==> config.mk <==
export PLATFORM = sky130hd
export DESIGN_NAME = sdram_port_arbiter
export DESIGN_NICKNAME = d
export VERILOG_FILES = /design/src/rtl/sdram_port_arbiter.sv
export SDC_FILE = /design/constraint.sdc
export NUM_CORES = 1
export LEC_CHECK = 0
export BUFFER_PORTS_ARGS = -buffer_cell sky130_fd_sc_hd__buf_2
export CORE_AREA = 10 10 149 151
export CTS_BUF_LIST = sky130_fd_sc_hd__clkbuf_8
export DETAILED_ROUTE_END_ITERATION = 6
export DIE_AREA = 0 0 159 161
export GPL_TIMING_DRIVEN = 0
export PLACE_DENSITY = 0.78
export SETUP_SLACK_MARGIN = 0.15
export SYNTH_ARGS = -nofsm -noshare
export SYNTH_HDL_FRONTEND = slang
export SYNTH_SLANG_ARGS = --single-unit
==> constraint.sdc <==
create_clock -name i_clock -period 1.9 [get_ports i_clock]
set_input_delay 0.38 -clock i_clock [delete_from_list [all_inputs] [get_ports i_clock]]
set_output_delay 0.38 -clock i_clock [all_outputs]
set_load 0.01 [all_outputs]
==> src/rtl/sdram_port_arbiter.sv <==
// Round-robin arbiter that shares one 4-phase SDRAM request/ready port among NUM_PORTS masters.
// Only one transaction is outstanding downstream at a time, and every output is registered.
module sdram_port_arbiter #(
    parameter int NUM_PORTS = 3,
    parameter int ADDR_W    = 32,
    parameter int DATA_W    = 32
) (
    input  logic                          i_clock,
    input  logic                          i_reset_n,
    input  logic [NUM_PORTS-1:0]          i_request,
    input  logic [NUM_PORTS-1:0]          i_rw,
    input  logic [NUM_PORTS*ADDR_W-1:0]   i_address,
    input  logic [NUM_PORTS*DATA_W-1:0]   i_wdata,
    output logic [NUM_PORTS*DATA_W-1:0]   o_rdata,
    output logic [NUM_PORTS-1:0]          o_ready,
    output logic                          o_request,
    output logic                          o_rw,
    output logic [ADDR_W-1:0]             o_address,
    output logic [DATA_W-1:0]             o_wdata,
    input  logic [DATA_W-1:0]             i_rdata,
    input  logic                          i_ready,
    output logic [NUM_PORTS-1:0]          o_grant,
    output logic                          o_busy
);

    localparam int IDX_W = (NUM_PORTS > 1) ? $clog2(NUM_PORTS) : 1;

    typedef enum logic [1:0] {
        IDLE    = 2'd0,
        ISSUE   = 2'd1,
        RELEASE = 2'd2
    } state_t;

    state_t                 state_q, state_d;
    logic [IDX_W-1:0]       last_grant_q, last_grant_d;
    logic [NUM_PORTS-1:0]   grant_q, grant_d;
    logic [NUM_PORTS-1:0]   ready_q, ready_d;
    logic                   request_q, request_d;
    logic                   rw_q, rw_d;
    logic                   busy_q, busy_d;
    logic [ADDR_W-1:0]      address_q, address_d;
    logic [DATA_W-1:0]      wdata_q, wdata_d;

    logic                   rd_capture;
    logic [NUM_PORTS-1:0]   eligible;
    logic                   win_found;
    logic [IDX_W-1:0]       win_idx;
    logic [IDX_W-1:0]       cand;

    logic [ADDR_W-1:0]      port_addr  [NUM_PORTS];
    logic [DATA_W-1:0]      port_wdata [NUM_PORTS];

    for (genvar gi = 0; gi < NUM_PORTS; gi++) begin : g_unpack
        assign port_addr[gi]  = i_address[gi*ADDR_W +: ADDR_W];
        assign port_wdata[gi] = i_wdata[gi*DATA_W +: DATA_W];
    end

    // A port already holding o_ready must drop its request before it can compete again.
    assign eligible = i_request & ~ready_q;

    // Round-robin search starting just above the last winner, wrapping at NUM_PORTS.
    always_comb begin
        win_found = 1'b0;
        win_idx   = '0;
        cand      = last_grant_q;
        for (int k = 0; k < NUM_PORTS; k++) begin
            cand = (cand == IDX_W'(NUM_PORTS - 1)) ? '0 : cand + IDX_W'(1);
            if (!win_found && eligible[cand]) begin
                win_found = 1'b1;
                win_idx   = cand;
            end
        end
    end

    always_comb begin
        state_d      = state_q;
        last_grant_d = last_grant_q;
        grant_d      = grant_q;
        ready_d      = ready_q;
        request_d    = request_q;
        rw_d         = rw_q;
        address_d    = address_q;
        wdata_d      = wdata_q;
        rd_capture   = 1'b0;

        case (state_q)
            IDLE: begin
                // A still-high i_ready belongs to an earlier handshake; wait it out.
                if (!i_ready && win_found) begin
                    request_d    = 1'b1;
                    rw_d         = i_rw[win_idx];
                    address_d    = port_addr[win_idx];
                    wdata_d      = port_wdata[win_idx];
                    grant_d      = NUM_PORTS'(1) << win_idx;
                    last_grant_d = win_idx;
                    state_d      = ISSUE;
                end
            end
            ISSUE: begin
                if (i_ready) begin
                    rd_capture = !rw_q;
                    ready_d    = grant_q;
                    request_d  = 1'b0;
                    state_d    = RELEASE;
                end
            end
            RELEASE: begin
                if (!i_ready && ((i_request & grant_q) == '0)) begin
                    ready_d = '0;
                    grant_d = '0;
                    state_d = IDLE;
                end
            end
            default: begin
                state_d = IDLE;
            end
        endcase

        busy_d = (state_d != IDLE);
    end

    always_ff @(posedge i_clock or negedge i_reset_n) begin
        if (!i_reset_n) begin
            state_q      <= IDLE;
            last_grant_q <= IDX_W'(NUM_PORTS - 1);
            grant_q      <= '0;
            ready_q      <= '0;
            request_q    <= 1'b0;
            rw_q         <= 1'b0;
            busy_q       <= 1'b0;
            address_q    <= '0;
            wdata_q      <= '0;
        end else begin
            state_q      <= state_d;
            last_grant_q <= last_grant_d;
            grant_q      <= grant_d;
            ready_q      <= ready_d;
            request_q    <= request_d;
            rw_q         <= rw_d;
            busy_q       <= busy_d;
            address_q    <= address_d;
            wdata_q      <= wdata_d;
        end
    end

    // Each port keeps its own read-data register; only the owner's slice ever updates.
    for (genvar gi = 0; gi < NUM_PORTS; gi++) begin : g_port
        logic [DATA_W-1:0] rdata_q;

        always_ff @(posedge i_clock or negedge i_reset_n) begin
            if (!i_reset_n) begin
                rdata_q <= '0;
            end else if (rd_capture && grant_q[gi]) begin
                rdata_q <= i_rdata;
            end
        end

        assign o_rdata[gi*DATA_W +: DATA_W] = rdata_q;
    end

    assign o_ready   = ready_q;
    assign o_request = request_q;
    assign o_rw      = rw_q;
    assign o_address = address_q;
    assign o_wdata   = wdata_q;
    assign o_grant   = grant_q;
    assign o_busy    = busy_q;

endmodule

==> flow_summary_export.csv <==
group,metric,value,unit
global_route,overflow,0,
critical_path,worstSetupPathType,"reg2reg",
clocking,clk_pin_slew,0.11,ns
critical_path,worstPathArrival,2.04,ns
routing,wl_per_cell,22.65,um
critical_path,worstPathCellList,"a222oi_1, nand2b_1, o211ai_1, a22o_1",
critical_path,worstPathMaxFanout,5,
routing,ant_nets,0,
sta,period_needed,1.710,ns
place,hpwl,25260,um
yosys,async_reset_ff_frac,1.000,
yosys,netlist_instances,718,
yosys,synth_edf_count,0,
sta,slew-limit-headroom,0.6085,
global_route,grt_antenna_before_repair,11,
global_route,grt_usage,0.2363,
critical_path,endpoint_kind,"flip-flop",
sta,finalHoldViolations,0,
yosys,synth.top_cell.area_share,0.5367,
place,post_dp_cell_area,10400,um2
layout,fillers,1613,
critical_path,startpoint_type,"flip-flop",
routing,drt_iter0_drc,601,
power_and_ir_drop,power.total,17.35,mW
place,gp_congestion,0.9468,
sta,holdWs,0.1631,ns
clocking,cts.sinks,173,
clocking,cts_made_buffers,17,
clocking,clkLatencyLatePin,0.46,ns
yosys,synth_fp_nets,951,
yosys,yosys-top-cells-area,"dfrtp_1 (54%), mux2_2 (12%), o211ai_1 (6.2%)",
clocking,root_buffer,"clkbuf_8",
global_route,grt_pass1_vias,8260,
yosys,ys_ff_latch,173,
routing,vias_per_cell,5.512,
floorplanning,die_x,159,um
critical_path,cp_slowest_cell,"a222oi_1",
sta,grt_setup_unrepaired,"true",
layout,fin_area,11350,um2
layout,drive_gt1_frac,0.5539,
yosys,yosys_warnings,0,
floorplanning,row_count,51,
yosys,syn-cell-area,8020,um2
layout,layout_commonest_cell,"buf_2",
yosys,synthFlopType,"dfrtp_1",
yosys,syn_avg_cell_area,11.17,um2
layout,nNetsFinal,1388,
yosys,yosysUniqueCellTypes,36,
floorplanning,dieArea,25600,um2
clocking,cts_tree,"done",
power_and_ir_drop,p_per_area,1528,nW/um2
floorplanning,dieHeight,161,um
critical_path,cp.required,2.23,ns
global_route,grt_pass1_wl,48010,um
sta,tightest_slew,0.5873,ns
yosys,synth-seq-area-share,0.5399,
sta,slew_violations,0,
hold_path,hold_path_class,"in2reg",
run_status,outcome,"finished, final reports clean",
sta,setup_viol,0,
global_route,grt_max_degree,102,
place,numPortBuffers,401,
routing,vias,7926,
floorplanning,initial_core_util,0.4176,
power_and_ir_drop,peakVddDrop,0.7653,mV
layout,area_delta_synth_final,41.51,%
floorplanning,io_pins,402,
clocking,cts_buffer_depth,2,
critical_path,critPathMaxStageDelay,0.53,ns
run,cap_viol_max_count,0,
routing,drc,0,
clocking,h-tree-depth,4,
yosys,synth_area_leader_cell,"dfrtp_1",
sta,finalCritPeriodShare,0.9001,
routing,drt_first_pass_iters,5,
floorplanning,core-area,19210,um2
sta,fmax,584.7,MHz
sta,fin_skew,0.02732,ns
routing,drt-total-wl,32570,um
layout,final_cell_mix,"buf_2 (403), dfrtp_1 (171), mux2_2 (87)",
power_and_ir_drop,p_leak,5.635,nW
## per-layer routing
| metal | track usage | share of wire |
|---|---|---|
| met1 | 0.2678 | 0.38 |
| met2 | 0.4060 | 0.50 |
| met3 | 0.08516 | 0.092 |
| met4 | 0.08003 | 0.028 |
| met5 | 0 | 0.0021 |
## cell type report
cell class,count,area [um2],area share
Sequential cell,173,4332,0.3817
Clock buffer,17,234.0,0.02062
Clock inverter,15,176.4,0.01554
Multi-Input combinational cell,476,3435,0.3026
Inverter,2,7.507,0.0006615
Tap cell,265,331.6,0.02921
Antenna cell,5,12.51,0.001102
Buffer,67,594.3,0.05236
Timing Repair Buffer,418,2227,0.1962
## per-stage QoR
step	util	worst slack (ns)	instances	setup TNS, ns
global route	0.5906	0.1148	1436	0
global placement	0.5393	-2.283	1384	-401.33
detailed placement	0.5413	-0.1556	1385	-10.49
finish	0.5909	0.1897	1438	0
floorplan	-	0.3210	718	0
CTS	0.5721	0.1273	1421	0
## cells in the mapped netlist (2+ instances only)
library cell,count
o21ai_0,5
nor2_1,68
clkbuf_1,24
buf_2,28
mux2_2,87
nand2_1,12
inv_1,2
dfrtp_1,172
nand2b_1,3
nor2_2,2
nand3_1,66
mux2_1,9
nor2b_1,3
o211ai_1,66
buf_6,8
a21oi_2,21
a31oi_1,65
buf_4,7
o22ai_1,3
a21oi_1,51
## final timing paths
check	from	to	slack (ns)	depth (start not counted)
max in group asynchronous	i_reset_n	o_address[26]	0.52	3
worst max register to register	o_grant[0]	o_grant[1]	0.19	4
worst min-delay path	i_rdata[18]	g_port[1].rdata_q[18]	0.16	2
min in group asynchronous	i_reset_n	g_port[0].rdata_q[1]	0.46	2
worst max-delay path	o_grant[0]	o_grant[1]	0.19	4
worst min register to register	g_port[2].rdata_q[3]	g_port[2].rdata_q[3]	0.51	1
## worst max-delay path: cells and delay by family (launching register included)
kind             cells  cell delay, ns
AO/OA/AOI/OAI        3            0.93
flip-flops           1            0.51
AND/OR/NAND/NOR      1            0.17
## report_power, final
part	internal [mW]	switching [mW]	total, mW
Sequential	5.28	0.961	6.24
Clock	1.00	1.62	2.62
Combinational	3.68	4.80	8.49
Total	9.96	7.38	17.3
## repair_timing
| action | in CTS | in global routing |
|---|---|---|
| gates cloned | 0 | 2 |
| buffers inserted | 3 | 10 |
| pin swaps | 3 | 3 |
| hold buffers | 1 | 0 |
| gates resized for setup | 52 | 88 |
| endpoints found under the setup margin | 161 | 141 |
| hold endpoints to repair | 71 | 0 |
## registers in the layout, indices dropped and copies added, names as in the netlist
name / cells
o_request: 1
o_grant: 3
o_ready: 3
state_q: 2
o_rw: 1
g_port.rdata_q: 96
o_wdata: 32
last_grant_q: 2
o_busy: 1
o_address: 32
## cells by family (layout without fill, tap and decap cells)
group                  Yosys count  in the layout  share of synthesized area
DFF                            173            173                     0.5399
buffers and inverters           69            519                    0.04743
muxes                           96             96                     0.1348
other                            0              5                          0
AOI/OAI and AO/OA              223            223                     0.1881
and+or+nand+nor                157            157                    0.08970
No activity file was read; power rests on OpenSTA's default activity.
